[config.mk]
export PLATFORM = sky130hd
export DESIGN_NAME = pipe_stage_buf
export DESIGN_NICKNAME = d
export VERILOG_FILES = /design/src/rtl/pipe_pkg.sv /design/src/rtl/pipe_slot.sv /design/src/rtl/pipe_stage_buf.sv
export SDC_FILE = /design/constraint.sdc
export NUM_CORES = 1
export LEC_CHECK = 0
export CORE_MARGIN = 4
export CORE_UTILIZATION = 54
export DETAILED_ROUTE_END_ITERATION = 7
export PLACE_DENSITY = 0.91
export SLEW_MARGIN = 10
export SYNTH_ARGS = -nofsm -noshare
export SYNTH_HDL_FRONTEND = slang
export SYNTH_SLANG_ARGS = --single-unit
[constraint.sdc]
create_clock -name clk -period 29.2 [get_ports clk]
set_input_delay 5.84 -clock clk [delete_from_list [all_inputs] [get_ports clk]]
set_output_delay 5.84 -clock clk [all_outputs]
set_load 0.01 [all_outputs]
[src/rtl/pipe_pkg.sv]
// Shared definitions for the pipeline stage buffer.
// Holds the default payload, control and stall-counter widths, the record
// layout of one buffer slot (valid, ctrl, data) and a small helper that
// turns the two slot valid bits into an occupancy count.
package pipe_pkg;

    localparam int DATA_W_DEF = 128;
    localparam int CTRL_W_DEF = 24;
    localparam int CNT_W_DEF  = 16;

    // One buffer slot at the default widths.
    typedef struct packed {
        logic                  valid;
        logic [CTRL_W_DEF-1:0] ctrl;
        logic [DATA_W_DEF-1:0] data;
    } slot_t;

    // Number of valid entries held across the main and skid slots.
    function automatic logic [1:0] countValid(input logic mainValid, input logic skidValid);
        return {1'b0, mainValid} + {1'b0, skidValid};
    endfunction

endpackage

[src/rtl/pipe_slot.sv]
// Single buffer slot: a valid bit plus ctrl and data fields.
// Ports:
//   clk, rst           - clock and asynchronous active-high reset (clears everything)
//   i_clr              - synchronous invalidate; leaves ctrl/data untouched
//   i_load             - load i_ctrl/i_data and mark the slot valid
//   i_ctrl, i_data     - values to load
//   o_valid, o_ctrl, o_data - current slot contents
module pipe_slot
    import pipe_pkg::*;
#(
    parameter int CTRL_W = CTRL_W_DEF,
    parameter int DATA_W = DATA_W_DEF
) (
    input  logic              clk,
    input  logic              rst,
    input  logic              i_clr,
    input  logic              i_load,
    input  logic [CTRL_W-1:0] i_ctrl,
    input  logic [DATA_W-1:0] i_data,
    output logic              o_valid,
    output logic [CTRL_W-1:0] o_ctrl,
    output logic [DATA_W-1:0] o_data
);

    logic              r_valid;
    logic [CTRL_W-1:0] r_ctrl;
    logic [DATA_W-1:0] r_data;

    // Clear wins over load so a flush can never be overridden by a move.
    // The payload only changes on a load, so a held entry stays stable.
    always_ff @(posedge clk or posedge rst) begin
        if (rst) begin
            r_valid <= 1'b0;
            r_ctrl  <= '0;
            r_data  <= '0;
        end else if (i_clr) begin
            r_valid <= 1'b0;
        end else if (i_load) begin
            r_valid <= 1'b1;
            r_ctrl  <= i_ctrl;
            r_data  <= i_data;
        end
    end

    assign o_valid = r_valid;
    assign o_ctrl  = r_ctrl;
    assign o_data  = r_data;

endmodule

[src/rtl/pipe_stage_buf.sv]
// Two-entry skid buffer between pipeline stages.
// The main slot drives the outputs; the skid slot catches the one entry that
// can arrive while the main slot is blocked, so in_ready can come straight
// from a register instead of from out_ready.
// Ports:
//   clk, rst                       - clock, asynchronous active-high reset
//   in_valid, in_ready             - upstream handshake (in_ready = skid empty)
//   in_ctrl, in_data               - incoming entry
//   flush                          - drop every held entry on the next edge
//   out_valid, out_ready           - downstream handshake
//   out_ctrl, out_data             - main-slot entry (ctrl zeroed for bubbles)
//   occupancy                      - number of held entries, 0..2
//   stall_cnt                      - saturating count of blocked output cycles
module pipe_stage_buf
    import pipe_pkg::*;
#(
    parameter int DATA_W = DATA_W_DEF,
    parameter int CTRL_W = CTRL_W_DEF,
    parameter int CNT_W  = CNT_W_DEF
) (
    input  logic              clk,
    input  logic              rst,
    input  logic              in_valid,
    output logic              in_ready,
    input  logic [CTRL_W-1:0] in_ctrl,
    input  logic [DATA_W-1:0] in_data,
    input  logic              flush,
    output logic              out_valid,
    input  logic              out_ready,
    output logic [CTRL_W-1:0] out_ctrl,
    output logic [DATA_W-1:0] out_data,
    output logic [1:0]        occupancy,
    output logic [CNT_W-1:0]  stall_cnt
);

    logic              w_mainValid;
    logic [CTRL_W-1:0] w_mainCtrl;
    logic [DATA_W-1:0] w_mainData;
    logic              w_skidValid;
    logic [CTRL_W-1:0] w_skidCtrl;
    logic [DATA_W-1:0] w_skidData;

    logic              w_accept;
    logic              w_mainFree;
    logic              w_mainClr;
    logic              w_mainLoad;
    logic [CTRL_W-1:0] w_mainLoadCtrl;
    logic [DATA_W-1:0] w_mainLoadData;
    logic              w_skidClr;
    logic              w_skidLoad;

    logic [CNT_W-1:0]  r_stallCnt;

    // in_ready is the inverted skid valid register, so no combinational path
    // from out_ready reaches the upstream stage.
    assign in_ready = ~w_skidValid;
    assign w_accept = in_valid & ~w_skidValid;

    // Main slot is free to take something new when it is empty or being consumed.
    assign w_mainFree = ~w_mainValid | out_ready;

    // A waiting skid entry always goes to main before new input so order is kept;
    // the skid is never full while input is accepted, so the two cannot collide.
    assign w_mainLoad     = ~flush & w_mainFree & (w_skidValid | w_accept);
    assign w_mainClr      = flush | (w_mainFree & ~w_skidValid & ~w_accept);
    assign w_mainLoadCtrl = w_skidValid ? w_skidCtrl : in_ctrl;
    assign w_mainLoadData = w_skidValid ? w_skidData : in_data;

    // Skid only fills when main is blocked, and empties whenever it moves to main.
    assign w_skidLoad = ~flush & ~w_mainFree & w_accept;
    assign w_skidClr  = flush | (w_mainFree & w_skidValid);

    pipe_slot #(
        .CTRL_W (CTRL_W),
        .DATA_W (DATA_W)
    ) u_mainSlot (
        .clk     (clk),
        .rst     (rst),
        .i_clr   (w_mainClr),
        .i_load  (w_mainLoad),
        .i_ctrl  (w_mainLoadCtrl),
        .i_data  (w_mainLoadData),
        .o_valid (w_mainValid),
        .o_ctrl  (w_mainCtrl),
        .o_data  (w_mainData)
    );

    pipe_slot #(
        .CTRL_W (CTRL_W),
        .DATA_W (DATA_W)
    ) u_skidSlot (
        .clk     (clk),
        .rst     (rst),
        .i_clr   (w_skidClr),
        .i_load  (w_skidLoad),
        .i_ctrl  (in_ctrl),
        .i_data  (in_data),
        .o_valid (w_skidValid),
        .o_ctrl  (w_skidCtrl),
        .o_data  (w_skidData)
    );

    // Count cycles where a valid output is held back; stick at all-ones.
    // Flush deliberately leaves the count alone.
    always_ff @(posedge clk or posedge rst) begin
        if (rst) begin
            r_stallCnt <= '0;
        end else if (w_mainValid && !out_ready && (r_stallCnt != {CNT_W{1'b1}})) begin
            r_stallCnt <= r_stallCnt + {{(CNT_W-1){1'b0}}, 1'b1};
        end
    end

    // A bubble carries zero control so it can never write architectural state.
    assign out_valid = w_mainValid;
    assign out_ctrl  = w_mainValid ? w_mainCtrl : '0;
    assign out_data  = w_mainData;
    assign occupancy = countValid(w_mainValid, w_skidValid);
    assign stall_cnt = r_stallCnt;

endmodule

* Word level (Yosys, flattened, before mapping) *
Index checks and enable logic that the tools add are counted.

storage, ports and cells
  bits in registers = 322
  bits of input ports = 157
  output and inout port bits = 172
  word-level logic and storage cells = 43

operators by class
  $add $sub $neg = 2
  eq/ne operators = 1
  muxes and demuxes = 7
  bitwise gates (word level) = 19
  reductions and logical operators = 7

operator list
  kind                                           number
  two-way mux 128 bit                            1
  two-way mux 24 bit                             2
  adder 16 x 1 -> 16 bit, second input constant  1
  inequality test 16 bit, second input constant  1
  bitwise AND 1 bit                              8
  NOT 1 bit                                      7
  two-way mux 1 bit                              4
  OR 1 bit                                       4
  AND reduction 2 bit                            2
  nonzero test 2 bit                             2
  adder 1 x 1 -> 2 bit                           1
  logical AND 1 bit                              2
  logical NOT 1 bit                              1

* Logic depth before layout (Yosys ltp) *
  word-level depth = 7
  mapped depth = 7
  gate-level depth less buffers = 5

* By module *
From an unflattened synthesis, not the netlist that was laid out.

unflattened totals
  cell total of the unflattened synthesis = 929
  area, all modules = 14894.3 um2

modules (own cells, without submodules)
  module          times used  cells each  area an instance (um2)  sequential area each (um2)
  pipe_slot       2           326         6044.5                  3828.7
  pipe_stage_buf  1           277         2805.2                  400.4

* Worst setup path after synthesis *
Ideal clock, no wire load.

  path type = input -> register
  from = in out_ready
  to = reg u_skidSlot.r_ctrl[0], in the netlist u_skidSlot.o_ctrl[0]
  library setup time = 125 ps
  arrival time = 6874 ps
  required time = 29075 ps
  slack = 22201 ps
  stages on the path = 6
  buffers on the path = 2
  path through = nand2b_2 > nor2_1 > nand3_2 > buf_6 > buf_6 > mux2_4

between the ends
  longest elaborated chain between the ends = 5
  elaborated cells between the ends (all ways) = 8
  classes of those cells = 7 x bitwise; 1 x reduce/logical

ends and longest elaborated chain
  element                                                          RTL line                                    RTL
  from (decl)                                                      pipe_stage_buf.sv:29                        input logic out_ready,
  OR 1 bit (*)                                                     pipe_stage_buf.sv:60                        assign w_mainFree = ~w_mainValid | out_ready;
  bitwise AND 1 bit / NOT 1 bit (equally long branches)            pipe_stage_buf.sv:71, pipe_stage_buf.sv:70
  OR 1 bit / bitwise AND 1 bit (equally long branches)             pipe_stage_buf.sv:71, pipe_stage_buf.sv:70
  NOT 1 bit (no line) / bitwise AND 1 bit (equally long branches)  -
  AND reduction 2 bit (no line) (*)                                -
  to (signal assigned)                                             pipe_slot.sv:40                             r_ctrl <= i_ctrl;
  to (decl)                                                        pipe_slot.sv:26                             logic [CTRL_W-1:0] r_ctrl;

Every way passes the cells marked *; elsewhere a longest branch is shown, timed or not.
A chain may end at the register's enable or synchronous reset.

* Worst setup path in the final report *
  from = in out_ready
  to = reg u_mainSlot.r_data[76], in the netlist u_mainSlot.o_data[76]

between the ends
  longest elaborated chain between the ends = 6
  elaborated cells between the ends (all ways) = 8
  classes of those cells = 7 x bitwise; 1 x reduce/logical

ends and longest elaborated chain
  element                            RTL line              RTL
  OR 1 bit (*)                       pipe_stage_buf.sv:60
  bitwise AND 1 bit (2 in series)    pipe_stage_buf.sv:65  assign w_mainClr = flush | (w_mainFree & ~w_skidValid & ~w_accept);
  OR 1 bit                           pipe_stage_buf.sv:65
  NOT 1 bit (no line)                -
  AND reduction 2 bit (no line) (*)  -
  to (signal assigned)               pipe_slot.sv:41       r_data <= i_data;
  to (decl)                          pipe_slot.sv:27       logic [DATA_W-1:0] r_data;

Marks and branches as above.

==> impl_metrics.csv <==
group,metric,value,unit
clock_tree,clk_pin_slew,0.06,ns
logic_synthesis,yosysUniqueCellTypes,31,
logic_synthesis,synthCells,1093,
place,io_buffers,328,
logic_synthesis,ys_ff_latch,322,
floorplanning,pin_count,329,
critical_path,rrSetupSlack,25.49,ns
clock_tree,clkLatencyLatePin,0.50,ns
sta,slew_headroom,21.4,%
logic_synthesis,synth_edf_count,0,
place,place.gp.congestion,0.822,
drt,vias,9692,
sta,slew_violations,0,
critical_path,critPathCaptureType,"register",
sta,worstMarginPinSlew,1.18,ns
logic_synthesis,yosys-top-cells-count,"322 x dfrtp_1, 158 x a21oi_1, 156 x nor2_1, 153 x mux2i_1, 80 x mux2_4",
power,intPower,984,uW
grt,grt_max_degree,119,
clock_tree,hold_buffers,0,
clock_tree,root_buffer,"clkbuf_16",
critical_path,reg2reg_depth,6,
logic_synthesis,async_flop_share,100,%
logic_synthesis,syn_nets,1252,
sta,fin_tns_setup,0,ns
sta,fmax,118,MHz
sta,hold_ws,0.497,ns
critical_path,worstPathArrival,8.90,ns
finish,syn_to_final_growth,33.1,%
logic_synthesis,synthTopCellsByArea,"dfrtp_1 58%, mux2i_1 11%, mux2_4 8.6%",
finish,fin_nets,1557,
critical_path,worstSetupEndpoint,"u_mainSlot.o_data[76]$_DFFE_PP0P_",
critical_path,r2r_start,"u_skidSlot.o_valid$_DFFE_PP0P_",
critical_path,crit_required,29.59,ns
logic_synthesis,ys_seq_area_share,57.8,%
floorplanning,die_h,169,um
power,clock_power_share,34.3,%
drt,routedWlPerCell,19.8,um
drt,drt-initial-drc-count,753,
drt,first_pass_iters,5,
grt,grt_pass1_wl,55.4,mm
power,total_leakage_power,7.84,nW
clock_tree,cts_buffers,34,
run_status,status,"complete, no violations",
place,place_hpwl,22.7,mm
logic_synthesis,synth_most_common_cell,"dfrtp_1",
finish,post-route-util,73.4,%
logic_synthesis,yosysWarnings,0,
grt,grt_pass1_vias,10300,
power,switchingPower,335,uW
power,ir_worst_vdd,0.0578,mV
logic_synthesis,avgSynthCellArea,12.7,sq um
critical_path,rr_endpoint,"u_mainSlot.o_data[76]$_DFFE_PP0P_",
sta,clock-skew-final,0.0109,ns
drt,drc,0,
floorplanning,row_count,58,
sta,grt_setup_unrepaired,"false",
grt,antenna_found_initial,1,
logic_synthesis,synthesis.area,13900,sq um
drt,via_per_inst,5.53,
critical_path,startpoint,"out_ready",
power,p_seq_share,45.2,%
hold_path,hold_path_class,"reg2reg",
logic_synthesis,synth_top_area_cell,"dfrtp_1",
run,cap_violations,0,
sta,hold_viol,0,
logic_synthesis,synth_flop_cell,"dfrtp_1",
sta,setup_viol,0,
grt,grt_overflow,0,
drt,ant_nets,0,
clock_tree,cts_sinks,322,
finish,layout-drive-gt1-share,16.1,%
power,p_comb_share,20.4,%
drt,routed_wl,34.7,mm
power,switching_share,25.4,%
critical_path,startpoint_type,"primary input",
sta,finalCritPeriodShare,29.1,%
logic_synthesis,synth_top_area_share,57.8,%
floorplanning,core,25300,sq um
clock_tree,h-tree-depth,2,
critical_path,timing_worst_setup_path_type,"in2reg",
power,powerDensity,71.1,nW/um^2
floorplanning,start_util,55.2,%
clock_tree,cts_resized,0,
floorplanning,die_w,169,um
clock_tree,post-cts-setup-buffers,0,
critical_path,cp_max_fo,118,
clock_tree,clockBufferDepth,3,
finish,nFillCells,1589,
sta,fin_crit,8.51,ns
grt,grt_usage,23.9,%
floorplanning,die_area,28400,sq um
clock_tree,tritoncts,"built",
[routing by layer]
metal	vias to the layer above	wire, um	GRT usage, %
li1	4420	-	-
met3	77	2670	6.73
met1	4875	13800	30.0
met2	320	17000	40.4
met5	-	0	0
met4	0	1260	8.08
[flip-flops by register name, summed over array words and instances, names as in the netlist]
name	flops
u_skidSlot.o_ctrl	24
u_mainSlot.o_valid	1
u_skidSlot.o_data	128
u_mainSlot.o_ctrl	24
stall_cnt	16
u_skidSlot.o_valid	1
u_mainSlot.o_data	128
[through the flow]
stage          instance area, sq um  setup WS [ns]  cells  total power, mW
4_1_cts                       18500          20.73   1753             1.33
3_3_place_gp                  17300          20.39   1692            0.852
6_report                      18500          20.69   1754             1.32
5_1_grt                       18500          20.44   1754             1.38
2_1_floorplan                 13900          14.45   1093            0.733
3_5_place_dp                  17300          20.28   1692            0.870
[cells by family (layout without fill, tap and decap cells)]
family | after synthesis | after routing | share of synthesized area, %
xor gates and xnor gates | 9 | 9 | 0.566
other | 0 | 1 | 0
adders and majority gates | 2 | 2 | 0.180
buffers and inverters | 72 | 402 | 2.87
AOI/OAI and AO/OA | 164 | 164 | 5.94
DFF | 322 | 322 | 57.8
muxes | 308 | 308 | 25.7
and+or+nand+nor | 216 | 216 | 6.95
[power groups by stage]
stage	sequential (mW)	clock, mW	combinational (mW)
finish	0.596	0.453	0.270
global route	0.607	0.483	0.291
CTS	0.595	0.464	0.273
detailed placement	0.601	0	0.269
global placement	0.594	0	0.258
floorplan	0.603	0	0.130
[area by class of cell]
cell class                      count  area (sq um)  area share (%)
Antenna cell                        1          2.50          0.0135
Clock buffer                       52          1080            5.84
Clock inverter                      9           120           0.648
Inverter                            3          18.8           0.101
Multi-Input combinational cell    699          5480            29.6
Sequential cell                   322          8060            43.5
Tap cell                          330           413            2.23
Timing Repair Buffer              338          3360            18.1
[worst min-delay path by stage]
| stage | depth (start not counted) | to | startpoint |
|---|---|---|---|
| global route | 1 | stall_cnt[15]$_DFFE_PP0P_ | stall_cnt[15]$_DFFE_PP0P_ |
| floorplan | 1 | u_skidSlot.o_data[107]$_DFFE_PP0P_ | u_skidSlot.o_data[107]$_DFFE_PP0P_ |
| global placement | 1 | stall_cnt[15]$_DFFE_PP0P_ | stall_cnt[15]$_DFFE_PP0P_ |
| CTS | 1 | stall_cnt[15]$_DFFE_PP0P_ | stall_cnt[15]$_DFFE_PP0P_ |
| detailed placement | 1 | stall_cnt[15]$_DFFE_PP0P_ | stall_cnt[15]$_DFFE_PP0P_ |
| finish | 1 | stall_cnt[15]$_DFFE_PP0P_ | stall_cnt[15]$_DFFE_PP0P_ |
[cells in the final DEF (no fill, tap or decap), types with 2 or more instances in the layout]
cell             synthesis  final
buf_4                    2     10
nor2_1                 156    156
nor3_1                   8      8
clkdlybuf4s50_1          0    328
mux2i_1                153    153
nor4_1                   2      2
nand3_1                  4      4
dfrtp_1                322    321
mux2_4                  80     80
clkbuf_16                0     37
mux2_2                  75     75
xor2_1                   9      9
inv_1                    3      2
ha_1                     2      2
bufinv_16                0      3
a21oi_1                158    158
nand4_1                  3      3
o21ai_0                  4      4
nand2_1                 10     10
clkbuf_8                 0     10
clkinv_2                 0      6
clkbuf_1                14      5
and2_1                  24     24
[worst max-delay path: stages]
cell and delay, ns:
clkdlybuf4s50_1 0.48, and2b_4 0.22, nor3_4 0.15, buf_4 0.92, buf_4 0.83, nor2_1 0.11
a21oi_1 0.26
Note: power is estimated with default switching activity, not from simulation.
